### src/rtl/serv_lsu_pkg.sv
// serv_lsu_pkg
//   Shared encodings for the serial load/store unit: FSM states, access
//   size, Wishbone byte-lane constants and small helpers for lane select,
//   byte rotation and load extension.
package serv_lsu_pkg;

    typedef enum logic [2:0] {
        IDLE     = 3'd0,
        ST_SHIFT = 3'd1,
        REQ      = 3'd2,
        LD_SHIFT = 3'd3,
        DONE     = 3'd4
    } state_t;

    typedef enum logic [1:0] {
        SZ_BYTE = 2'd0,
        SZ_HALF = 2'd1,
        SZ_WORD = 2'd2
    } size_t;

    localparam logic [3:0] SEL_WORD    = 4'b1111;
    localparam logic [3:0] SEL_HALF_LO = 4'b0011;
    localparam logic [3:0] SEL_HALF_HI = 4'b1100;
    localparam logic [3:0] SEL_BYTE0   = 4'b0001;

    function automatic logic [3:0] lane_sel(input size_t size, input logic [1:0] lsb);
        logic [3:0] sel;
        case (size)
            SZ_WORD: sel = SEL_WORD;
            SZ_HALF: sel = lsb[1] ? SEL_HALF_HI : SEL_HALF_LO;
            default: sel = SEL_BYTE0 << lsb;
        endcase
        return sel;
    endfunction

    // Rotate left by 8*lsb bits (places the store data on its byte lanes).
    function automatic logic [31:0] rot_left(input logic [31:0] d, input logic [1:0] lsb);
        logic [31:0] r;
        case (lsb)
            2'd1:    r = {d[23:0], d[31:24]};
            2'd2:    r = {d[15:0], d[31:16]};
            2'd3:    r = {d[7:0],  d[31:8]};
            default: r = d;
        endcase
        return r;
    endfunction

    // Rotate right by 8*lsb bits (brings the addressed lane down to bit 0).
    function automatic logic [31:0] rot_right(input logic [31:0] d, input logic [1:0] lsb);
        logic [31:0] r;
        case (lsb)
            2'd1:    r = {d[7:0],  d[31:8]};
            2'd2:    r = {d[15:0], d[31:16]};
            2'd3:    r = {d[23:0], d[31:24]};
            default: r = d;
        endcase
        return r;
    endfunction

    function automatic logic [31:0] extend_load(input logic [31:0] d, input size_t size,
                                                input logic sgn);
        logic [31:0] r;
        case (size)
            SZ_WORD: r = d;
            SZ_HALF: r = {{16{sgn & d[15]}}, d[15:0]};
            default: r = {{24{sgn & d[7]}}, d[7:0]};
        endcase
        return r;
    endfunction

endpackage

### src/rtl/serv_lsu_shreg.sv
// serv_lsu_shreg
//   32-bit data register with parallel load and W-bit serial shift.
//   Shifting moves data towards bit 0 and inserts i_dat at the top, so the
//   first chunk shifted in ends up in the LSBs after 32/W shifts, and o_q[W-1:0]
//   is always the next chunk to be shifted out.
// Ports
//   i_clk, i_rst_n  clock, async active-low reset
//   i_load          parallel load of i_load_dat (wins over i_shift)
//   i_load_dat      32-bit parallel data
//   i_shift         shift by W bits
//   i_dat           W-bit chunk inserted at the top
//   o_q             register contents
module serv_lsu_shreg #(
    parameter int W = 1
) (
    input  logic          i_clk,
    input  logic          i_rst_n,
    input  logic          i_load,
    input  logic [31:0]   i_load_dat,
    input  logic          i_shift,
    input  logic [W-1:0]  i_dat,
    output logic [31:0]   o_q
);

    always_ff @(posedge i_clk or negedge i_rst_n) begin
        if (!i_rst_n)
            o_q <= '0;
        else if (i_load)
            o_q <= i_load_dat;
        else if (i_shift)
            o_q <= {i_dat, o_q[31:W]};
    end

endmodule

### src/rtl/serv_lsu.sv
// serv_lsu
//   Serial load/store unit: gathers store data W bits per cycle, issues one
//   Wishbone access, and returns load data W bits per cycle, LSB first.
//   Optional macro SERV_LSU_TIMEOUT_EN adds a bus timeout of TIMEOUT cycles;
//   without it the bus phase waits for ack indefinitely and o_err stays 0.
// Ports
//   i_clk, i_rst_n                    clock, async active-low reset
//   i_start                           request pulse (accepted only in IDLE)
//   i_we, i_word, i_half, i_signed    store/load, size, sign-extend loads
//   i_lsb                             address bits [1:0]
//   i_dat / o_rd, o_rd_valid          serial store / load data
//   o_busy, o_done, o_misalign, o_err status (flags valid with o_done)
//   o_wb_*, i_wb_rdt, i_wb_ack        Wishbone master
//
// state    | meaning
// IDLE     | waiting for i_start
// ST_SHIFT | shifting N store chunks into the data register
// REQ      | bus cycle in progress, waiting for ack (or timeout)
// LD_SHIFT | shifting N load chunks out on o_rd
// DONE     | one-cycle completion pulse
module serv_lsu
    import serv_lsu_pkg::*;
#(
    parameter int W        = 1,
    parameter int WITH_CSR = 1,
    parameter int TIMEOUT  = 255
) (
    input  logic          i_clk,
    input  logic          i_rst_n,
    input  logic          i_start,
    input  logic          i_we,
    input  logic          i_word,
    input  logic          i_half,
    input  logic          i_signed,
    input  logic [1:0]    i_lsb,
    input  logic [W-1:0]  i_dat,
    output logic [W-1:0]  o_rd,
    output logic          o_rd_valid,
    output logic          o_busy,
    output logic          o_done,
    output logic          o_misalign,
    output logic          o_err,
    output logic          o_wb_cyc,
    output logic          o_wb_we,
    output logic [3:0]    o_wb_sel,
    output logic [31:0]   o_wb_dat,
    input  logic [31:0]   i_wb_rdt,
    input  logic          i_wb_ack
);

    localparam int N  = 32 / W;
    localparam int CW = $clog2(N);
    localparam logic [CW-1:0] LAST = CW'(N - 1);

    state_t        state, next_state;
    size_t         start_size, size_q;
    logic          we_q, signed_q, misalign_q, err_q, cyc_q;
    logic [1:0]    lsb_q;
    logic [CW-1:0] cnt;
    logic [31:0]   data_q;
    logic          misaligned, ack, timeout;

    assign start_size = i_word ? SZ_WORD : (i_half ? SZ_HALF : SZ_BYTE);
    assign misaligned = (WITH_CSR != 0) &&
                        ((i_lsb[0] && (start_size != SZ_BYTE)) ||
                         (i_lsb[1] && (start_size == SZ_WORD)));
    // Acks outside an active bus cycle are not ours.
    assign ack = cyc_q & i_wb_ack;

`ifdef SERV_LSU_TIMEOUT_EN
    localparam int TW = $clog2(TIMEOUT + 1);
    localparam logic [TW-1:0] T_LAST = TW'(TIMEOUT - 1);
    logic [TW-1:0] tmo_cnt;

    always_ff @(posedge i_clk or negedge i_rst_n) begin
        if (!i_rst_n)
            tmo_cnt <= '0;
        else if (state != REQ)
            tmo_cnt <= '0;
        else
            tmo_cnt <= tmo_cnt + 1'b1;
    end

    // Fires on the last allowed REQ cycle; an ack in that same cycle wins.
    assign timeout = (state == REQ) && !ack && (tmo_cnt == T_LAST);
`else
    logic unused_timeout;
    assign unused_timeout = (TIMEOUT != 0);
    assign timeout = 1'b0;
`endif

    always_ff @(posedge i_clk or negedge i_rst_n) begin
        if (!i_rst_n)
            state <= IDLE;
        else
            state <= next_state;
    end

    always_comb begin
        next_state = state;
        unique case (state)
            IDLE:
                if (i_start)
                    next_state = misaligned ? DONE : (i_we ? ST_SHIFT : REQ);
            ST_SHIFT:
                if (cnt == LAST) next_state = REQ;
            REQ:
                if (ack)          next_state = we_q ? DONE : LD_SHIFT;
                else if (timeout) next_state = DONE;
            LD_SHIFT:
                if (cnt == LAST) next_state = DONE;
            DONE:
                next_state = IDLE;
            default:
                next_state = IDLE;
        endcase
    end

    always_ff @(posedge i_clk or negedge i_rst_n) begin
        if (!i_rst_n) begin
            cyc_q      <= 1'b0;
            we_q       <= 1'b0;
            size_q     <= SZ_BYTE;
            signed_q   <= 1'b0;
            lsb_q      <= 2'd0;
            misalign_q <= 1'b0;
            err_q      <= 1'b0;
            cnt        <= '0;
        end else begin
            cyc_q <= (next_state == REQ);
            if (state == IDLE && i_start) begin
                we_q       <= i_we;
                size_q     <= start_size;
                signed_q   <= i_signed;
                lsb_q      <= i_lsb;
                misalign_q <= misaligned;
                err_q      <= 1'b0;
            end
            if (timeout)
                err_q <= 1'b1;
            // Counter is exactly CW bits wide, so it wraps to 0 after LAST.
            if (state == ST_SHIFT || state == LD_SHIFT)
                cnt <= cnt + 1'b1;
            else
                cnt <= '0;
        end
    end

    serv_lsu_shreg #(.W(W)) u_shreg (
        .i_clk      (i_clk),
        .i_rst_n    (i_rst_n),
        .i_load     (ack && !we_q),
        .i_load_dat (extend_load(rot_right(i_wb_rdt, lsb_q), size_q, signed_q)),
        .i_shift    ((state == ST_SHIFT) || (state == LD_SHIFT)),
        .i_dat      ((state == ST_SHIFT) ? i_dat : '0),
        .o_q        (data_q)
    );

    always_comb begin
        o_busy     = (state != IDLE);
        o_done     = (state == DONE);
        o_rd_valid = (state == LD_SHIFT);
        o_rd       = o_rd_valid ? data_q[W-1:0] : '0;
        o_misalign = o_done & misalign_q;
        o_err      = o_done & err_q;
        o_wb_cyc   = cyc_q;
        o_wb_we    = we_q;
        o_wb_sel   = cyc_q ? lane_sel(size_q, lsb_q) : 4'b0000;
        o_wb_dat   = rot_left(data_q, lsb_q);
    end

endmodule

### config.mk
export PLATFORM = sky130hd
export DESIGN_NAME = serv_lsu
export DESIGN_NICKNAME = d
export VERILOG_FILES = /design/src/rtl/serv_lsu_pkg.sv /design/src/rtl/serv_lsu_shreg.sv /design/src/rtl/serv_lsu.sv
export SDC_FILE = /design/constraint.sdc
export NUM_CORES = 1
export LEC_CHECK = 0
export BUFFER_PORTS_ARGS = -buffer_cell sky130_fd_sc_hd__buf_4
export CAP_MARGIN = 20
export CELL_PAD_IN_SITES_DETAIL_PLACEMENT = 2
export CELL_PAD_IN_SITES_GLOBAL_PLACEMENT = 2
export CORE_AREA = 2 2 105 118
export CTS_BUF_LIST = sky130_fd_sc_hd__clkbuf_16
export DETAILED_ROUTE_END_ITERATION = 16
export DIE_AREA = 0 0 107 120
export GPL_TIMING_DRIVEN = 0
export PLACE_DENSITY = 0.83
export SYNTH_ARGS = -nofsm -noshare
export SYNTH_HDL_FRONTEND = slang
export SYNTH_SLANG_ARGS = --single-unit
export TNS_END_PERCENT = 30
### constraint.sdc
create_clock -name i_clk -period 2 [get_ports i_clk]
set_input_delay 0.2 -clock i_clk [delete_from_list [all_inputs] [get_ports i_clk]]
set_output_delay 0.2 -clock i_clk [all_outputs]
set_load 0.01 [all_outputs]
======== Yosys cells after proc, flatten, opt, wreduce, memory -nomap -nowiden ========
Cells that the tools add are included.
cells by class
  add/subtract/negate cells ............... 1
  equality and inequality tests ........... 12
  shift-type cells ........................ 1
  multiplexer cells ....................... 21
  bitwise operators ....................... 4
  reductions and logical operators ........ 11
operator list
  kind                   number
  $pmux W32 S3           2
  $mux W32               2
  $pmux W32 S2           1
  $mux W3                6
  $pmux W3 S4            1
  $eq A3 B2 Y1 const B   3
  $eq A2 B2 Y1 const B   4
  $mux W4                2
  $pmux W4 S2            1
  $add A5 B1 Y5 const B  1
  $eq A5 B5 Y1 const B   1
  $mux W5                1
  $and A1 B1 Y1          4
  $eq A2 B1 Y1 const B   2
  $logic_and A1 B1 Y1    4
  $mux W2                2
  $reduce_bool A2 Y1     2
  $shl A1 B2 Y4 const A  1
  $eq A3 B1 Y1 const B   1
  $eq A3 B3 Y1 const B   1
  $logic_not A3 Y1       1
  $mux W1                3
  $reduce_bool A3 Y1     1
  $logic_or A1 B1 Y1     2
  $logic_not A1 Y1       1
storage, ports and cells
  register bits after elaboration ......... 48

======== Longest topological paths before layout ========
Gate-level depths: netlist of the first run.
  depth in word-level cells ............... 9
  depth in mapped cells ................... 7
  mapped depth without buffers ............ 7

======== Cells and area by module ========
A second synthesis of the first run with hierarchy kept.
second synthesis, totals
  cells, all modules ...................... 402
  area, all modules ....................... 4146.5 um^2
modules (own cells, without submodules)
  module          times used  cells each  area an instance (um^2)  seq. area each (um^2)
  serv_lsu        1           263         2631.3                   400.4
  serv_lsu_shreg  1           139         1515.2                   800.8

======== Worst setup path before layout of the first run ========
No wires, ideal clock.
  path type ............................... register -> register
  start ................................... register size_q[0]
  end ..................................... register u_shreg.o_q[16]
  setup time .............................. 0.133 ns
  arrival ................................. 1.749 ns
  data required time ...................... 1.867 ns
  path slack .............................. 0.118 ns
  cell stages (with the launch flop) ...... 8
  clock period less this slack ............ 1.882 ns
  cell sequence ........................... dfrtp_1 inv_1 ha_1 and3_1 a221oi_4 o21a_4 buf_6 a32oi_1
on the way
  cells in the longest elaborated chain, start to end .. 3
  elaborated cells on any way between the ends .. 4
  classes of those cells .................. eq/ne: 2; mux: 2
ends and longest elaborated chain
  element                                       line                  source
  from (decl)                                   serv_lsu.sv:56        size_t start_size, size_q;
  from (signal assigned)                        serv_lsu.sv:133       size_q <= start_size;
  $eq A2 B1 Y1 or $eq A2 B2 Y1 (tied branches)  serv_lsu_pkg.sv:63    case (size)
  $pmux W32 S2 (*)                              serv_lsu_pkg.sv:63
  $mux W32 (*)                                  serv_lsu_shreg.sv:28  else if (i_load)
  to (signal assigned)                          serv_lsu_shreg.sv:29  o_q <= i_load_dat;
  to (signal assigned)                          serv_lsu_shreg.sv:31  o_q <= {i_dat, o_q[31:W]};
  to (decl)                                     serv_lsu_shreg.sv:22  output logic [31:0] o_q
Mark *: on every way between the ends. The rest lies on a longest branch, timed or not.
A chain may end at the register's enable or synchronous reset.

======== Worst setup path after layout of the first run ========
  start ................................... register lsb_q[1]
  end ..................................... output port o_wb_dat[31]
on the way
  cells in the longest elaborated chain, start to end .. 2
  elaborated cells on any way between the ends .. 4
  classes of those cells .................. eq/ne: 3; mux: 1
ends and longest elaborated chain
  element                                       line                source
  from (decl)                                   serv_lsu.sv:58      logic [1:0] lsb_q;
  from (signal assigned)                        serv_lsu.sv:135     lsb_q <= i_lsb;
  $eq A2 B2 Y1 or $eq A2 B1 Y1 (tied branches)  serv_lsu_pkg.sv:39  case (lsb)
  $pmux W32 S3 (*)                              serv_lsu_pkg.sv:39
  to (decl)                                     serv_lsu.sv:46      output logic [31:0] o_wb_dat,
Marks and branches as above.

==> impl_metrics.json, run 1 <==
{
  "status": "finished, violations left",
  "violations": "setup timing",
  "die_x_microns": 107,
  "worstPathRequired_ps": 1800,
  "setup_viol": 3,
  "r2r_slack_ps": 0,
  "seqCellArea_sq_um": 1202,
  "rsz0062_at_grt": "true",
  "grt_pass1_wl_mm": 24.45,
  "finClkSkew_ps": 10.21,
  "path_common_cell": "buf_12",
  "final_common_cell": "nand2_1",
  "synth_edf_count": 0,
  "fmax_ghz": 0.4923,
  "p_per_area_nw_per_um2": 1728,
  "final_cells": 623,
  "dp_hpwl_mm": 10.82,
  "path_clk_slew_ps": 70,
  "insertion_delay_ps": 300,
  "detail_route.wl_per_cell_microns": 25.65,
  "synth_area_per_cell_sq_um": 11.07,
  "multiInputGateArea_sq_um": 2663,
  "crit_path_top_delay_cell": "mux4_2",
  "synthTopCellsByArea": "mux4_2 (34%), dfrtp_1 (30%), nand2_1 (8.3%), a32oi_1 (3.5%), o21ai_0 (2.0%)",
  "cpPeakStageDelay_ps": 550,
  "crit_family": "buffers and inverters",
  "ir_worst_vdd_mv": 0.7708,
  "ys_warn_count": 0,
  "ys_seq_elements": 48,
  "crit_end": "o_wb_dat[31]",
  "grt_pass1_vias": 4162,
  "antenna_found_initial": 0,
  "antenna_cells": 0,
  "postPlaceCellArea_sq_um": 4828,
  "cts_buffer_depth": 2,
  "hp-class": "in2reg",
  "globalplace.congestion": 0.8749,
  "r2r_start": "size_q[0]",
  "synth_cell_types": 42,
  "finalCritPeriodShare": 1.016,
  "vias": 3814,
  "synth_top_area_share": 0.3380,
  "cts.sinks": 48,
  "first_pass_iters": 4,
  "dp_cells": 600,
  "drt-initial-drc-count": 259,
  "slew_viol_final": 0,
  "numPortBuffers": 85,
  "max_cap_violations": 0,
  "dieHeight_microns": 120,
  "syn_area_sq_um": 3998,
  "worst_pin_slew_ps": 670.5,
  "crit_chain": "buf_12 -> buf_12 -> buf_12 -> mux4_2 -> buf_6",
  "core_area_sq_um": 11720,
  "layout.nets": 515,
  "cp-end-kind": "output port",
  "synthesis.nets": 408,
  "drtAntennaViolNets": 0,
  "setup.worst_path.start": "lsb_q[1]",
  "numCtsBuffers": 5,
  "cts_root_buf": "clkbuf_16",
  "hp-start": "i_signed",
  "r2r_cells": 8,
  "cts_tree": "done",
  "final_cell_mix": "nand2_1 (88), buf_4 (79), mux4_2 (60)",
  "fillerInstances": 1197,
  "grt_max_degree": 49,
  "grt_usage": 0.2511,
  "final-hold-violation-count": 0,
  "slew_headroom": 0.5530,
  "via_per_inst": 6.122,
  "ys_seq_area_frac": 0.3005,
  "layout_min_cycle_time_ps": 2031,
  "rows": 42,
  "htreeDepth": 2,
  "dieArea_sq_um": 12840,
  "fin_area_sq_um": 5396,
  "drc": 0,
  "finalWorstSetupSlack_ps": -31.48,
  "ys_async_sr_fraction": 1.000,
  "crit_type": "reg2out",
  "p_leak_uw": 0.002246,
  "startpoint_type": "register",
  "io_pins": 87,
  "cp_data_arrival_time_ps": 1830,
  "crit_cells": 5,
  "postSynthCellCount": 361,
  "layout-drive-gt1-share": 0.4563,
  "synth_area_leader_cell": "mux4_2",
  "grt-ovfl-total": 0,
  "worstPathMaxFanout": 10,
  "start_util": 0.3411,
  "worstPathBufferInverterCount": 4,
  "routed_wl_mm": 15.98,
  "area_growth_pct": 34.99,
  "synth_flop_cell": "dfrtp_1",
  "r2r-end": "u_shreg.o_q[27]"
}
## kinds of logic after synthesis
group,share of synthesized area
buffers and inverters,0.04914
xor gates and xnor gates,0.006574
AOI/OAI and AO/OA,0.1261
adders and majority gates,0.01252
muxes,0.3549
and+or+nand+nor,0.1493
other,0.0009381
DFF,0.3005
## how the worst min path moves through the flow
| stage | to | depth (start not counted) | slack (ps) |
|---|---|---|---|
| floorplan | cnt[0] | 0 | -100 |
| global placement | signed_q | 1 | 260 |
| detailed placement | signed_q | 1 | 270 |
| CTS | signed_q | 3 | 100 |
| global route | signed_q | 3 | 110 |
| finish | signed_q | 3 | 110 |
## power breakdown
group	switching [uW]	total [uW]	leakage [uW]	internal (uW)
Sequential	542	1890	0.000622	1350
Combinational	3200	6570	0.00155	3370
Clock	403	865	0.0000736	462
Total	4150	9320	0.00225	5180
## metrics by stage
stage                     hold WS [ps]    util  power (uW)  setup WS (ps)  TNS (ps)
after floorplan                 -95.59       -        5298          118.1         0
after global placement           258.7  0.4120        7131         -178.1     -4581
after detailed placement         267.9  0.4120        7401         -235.5     -6973
after CTS                        99.24  0.4479        8932         -84.93    -493.2
after global routing             114.0  0.4605        9840         -91.63     -1116
final                            105.6  0.4605        9323         -31.48    -66.73
## sequential cells by signal (all words and copies together), names as in the netlist
signal / cells
cnt: 5
lsb_q: 2
misalign_q: 1
o_wb_cyc: 1
o_wb_we: 1
signed_q: 1
size_q: 2
state: 3
u_shreg.o_q: 32
## worst min-delay path: stages
cell and delay (ps):
buf_4 80, nand2_1 40, nand2_1 50
## repair_timing
| item | in CTS | in global routing |
|---|---|---|
| endpoints found under the hold margin | 48 | 0 |
| buffers inserted | 7 | 6 |
| setup endpoints to repair | 62 | 54 |
| hold buffers | 1 | 0 |
| gates cloned | 1 | 1 |
| gates resized for setup | 59 | 34 |
| pin swaps | 2 | 4 |
## metal layers
metal,global-route usage,routed length (microns),up-vias
li1,-,-,1600
met1,0.3362,6570,2043
met2,0.4307,8403,140
met3,0.02988,676,31
met4,0.06899,330,0
met5,0,0,-
## layout make-up
cell class,instances,share of cell area
clock buffer,5,0.02319
buffer,29,0.05657
timing repair buffer,101,0.1607
clock inverter,3,0.003478
multi-input combinational,277,0.4934
inverter,6,0.004173
sequential,48,0.2228
tap,154,0.03571
## synth_stat cells, types with 6 or more instances
library cell	number
nand2_1	88
mux4_2	60
dfrtp_1	48
a32oi_1	16
o21ai_0	16
nor2_1	14
buf_2	13
a21oi_1	12
a21boi_0	9
clkbuf_1	8
a31oi_1	7
and2_1	6
buf_4	6
inv_1	6
Note: power is estimated with default switching activity, not from simulation.
==> run 2: changes to the inputs <==
--- a/config.mk
+++ b/config.mk
@@ -8,3 +8,3 @@
 export BUFFER_PORTS_ARGS = -buffer_cell sky130_fd_sc_hd__buf_4
-export CAP_MARGIN = 20
+export CAP_MARGIN = 15
 export CELL_PAD_IN_SITES_DETAIL_PLACEMENT = 2
==> constraint.sdc (replaced) <==
create_clock -name i_clk -period 2 [get_ports i_clk]
set_input_delay 0.4 -clock i_clk [delete_from_list [all_inputs] [get_ports i_clk]]
set_output_delay 0.4 -clock i_clk [all_outputs]
set_load 0.01 [all_outputs]
==> run 2 against run 1 <==
Effect of this change:
- the flow still finishes with violations (setup timing)
- flip-flop and latch count unchanged
- sequential share of layout area down 1.5 points
- hold slack better by 7.4 ps
- die area did not move
- critical endpoint is now u_shreg.o_q[24]
- largest cell class unchanged
==> impl_metrics.json, run 2 (synthesis gave the netlist of run 1 again) <==
{
  "status": "finished, violations left",
  "violations": "setup timing",
  "worstPathBufferInverterCount": 3,
  "first_pass_iters": 7,
  "crit_chain": "ha_4 -> buf_6 -> and3b_2 -> a22oi_1 -> a21o_1 -> buf_4 -> buf_4 -> a32oi_1",
  "globalplace.congestion": 0.8749,
  "layout.nets": 531,
  "crit_type": "reg2reg",
  "r2r_start": "size_q[1]",
  "largest_register_ff_count": 32,
  "vias": 4037,
  "cp-end-kind": "register",
  "p_leak_uw": 0.002410,
  "detail_route.wl_per_cell_microns": 30.80,
  "drc": 0,
  "worstPathMaxFanout": 6,
  "rows": 42,
  "numCtsBuffers": 5,
  "hp-class": "in2async",
  "finalCritPeriodShare": 1.105,
  "grt_max_degree": 49,
  "dp_cells": 600,
  "reg_top3": "u_shreg.o_q x32, cnt x5, state x3",
  "rsz0062_at_grt": "true",
  "layout-drive-gt1-share": 0.5010,
  "cts_tree": "done",
  "layout_min_cycle_time_ps": 2209,
  "power.clock.fraction": 0.084,
  "antenna_found_initial": 0,
  "worst_pin_slew_ps": 689.0,
  "htreeDepth": 2,
  "drtAntennaViolNets": 0,
  "crit_cells": 8,
  "worstPathRequired_ps": 2180,
  "crit_family": "compound AO/OA/AOI/OAI gates",
  "die_x_microns": 107,
  "grt-ovfl-total": 0,
  "io_pins": 87,
  "seqPwrFrac": 0.183,
  "cp_data_arrival_time_ps": 2390,
  "cts_root_buf": "clkbuf_16",
  "dieHeight_microns": 120,
  "ir_worst_vdd_mv": 0.6186,
  "finalWorstSetupSlack_ps": -209.2,
  "drt-initial-drc-count": 375,
  "final_common_cell": "nand2_1",
  "dieArea_sq_um": 12840,
  "final_cells": 639,
  "power_frac_comb": 0.733,
  "grt_usage": 0.2710,
  "grt_pass1_vias": 4304,
  "final_cell_mix": "nand2_1 (88), buf_4 (81), mux4_2 (60)",
  "slew_headroom": 0.5407,
  "timing.hold.ws_ps": 113.1,
  "p_int_uw": 5807,
  "numPortBuffers": 85,
  "area_growth_pct": 44.85,
  "final-hold-violation-count": 0,
  "cpPeakStageDelay_ps": 420,
  "setup.worst_path.start": "size_q[1]",
  "start_util": 0.3411,
  "insertion_delay_ps": 310,
  "p_per_area_nw_per_um2": 1832,
  "swShare": 0.4525,
  "startpoint_type": "register",
  "cts_buffer_depth": 2,
  "antenna_cells": 0,
  "crit_path_top_delay_cell": "dfrtp_1",
  "via_per_inst": 6.318,
  "core_area_sq_um": 11720,
  "p_switching_uw": 4800,
  "routed_wl_mm": 19.68,
  "max_cap_violations": 0,
  "r2r_cells": 8,
  "slew_viol_final": 0,
  "max_flop_register": "u_shreg.o_q",
  "path_common_cell": "buf_4",
  "dp_hpwl_mm": 10.82,
  "setup_viol": 58,
  "fillerInstances": 1172,
  "grt_pass1_wl_mm": 26.21,
  "finClkSkew_ps": 16.55,
  "path_clk_slew_ps": 80,
  "cts.sinks": 48,
  "fmax_ghz": 0.4527
}
==> run 2: area by class of cell <==
type	instances	area, sq um	area share
Buffer	27	319.1	0.05510
Clock buffer	5	125.1	0.02161
Clock inverter	3	18.77	0.003241
Inverter	6	22.52	0.003889
Multi-Input combinational cell	277	2774	0.4790
Sequential cell	48	1202	0.2076
Tap cell	154	192.7	0.03328
Timing Repair Buffer	119	1136	0.1962
==> run 2: path summary, 6_finish.rpt <==
path,end,slack (ps)
worst max-delay path,u_shreg.o_q[24],-210
max in group asynchronous,u_shreg.o_q[16],1400
worst min-delay path,u_shreg.o_q[24],110
min in group i_clk,signed_q,310
worst max register to register,u_shreg.o_q[24],-210
worst min register to register,misalign_q,490
==> run 2: per-layer routing <==
metal / share of wire / GRT usage / vias up
met5: 0 / 0 / -
met1: 0.39 / 0.3590 / 2153
met3: 0.059 / 0.03639 / 39
met2: 0.52 / 0.4618 / 215
li1: - / - / 1630
met4: 0.028 / 0.08279 / 0
==> run 2: metrics by stage <==
step / util / setup WS [ps] / total power, uW / cell area (sq um) / TNS [ps]
after global placement: 0.4120 / -359.8 / 7131 / 4828 / -11130
after detailed placement: 0.4120 / -393.8 / 7401 / 4828 / -13830
after CTS: 0.4664 / -187.2 / 9552 / 5465 / -5433
after global routing: 0.4941 / -228.0 / 11020 / 5791 / -8563
final: 0.4941 / -209.2 / 10610 / 5791 / -6455
after floorplan: - / 36.67 / 5298 / 3998 / 0
==> run 2: power by group through the flow <==
stage                     clock, uW  sequential (uW)  combinational (uW)
after floorplan                   0             1670                3630
after detailed placement          0             1860                5540
after CTS                       868             1850                6830
after global routing            921             1980                8120
after global placement            0             1820                5320
final                           892             1940                7770
==> run 2: timing repair <==
action / in CTS / in global routing
gates resized for setup: 93 / 43
setup endpoints to repair: 62 / 63
setup buffers: 11 / 18
cloned: 4 / 1
hold buffers: 0 / 0
pin swaps: 9 / 9
==> run 2: worst reg2reg max path, delay by kind of cell (launching register included) <==
| family | cells | cell delay (ps) |
|---|---|---|
| AO/OA/AOI/OAI | 3 | 760 |
| AND/OR/NAND/NOR | 1 | 230 |
| buffers and inverters | 3 | 380 |
| flip-flops | 1 | 420 |
| adder cells (fa/ha/maj) | 1 | 300 |
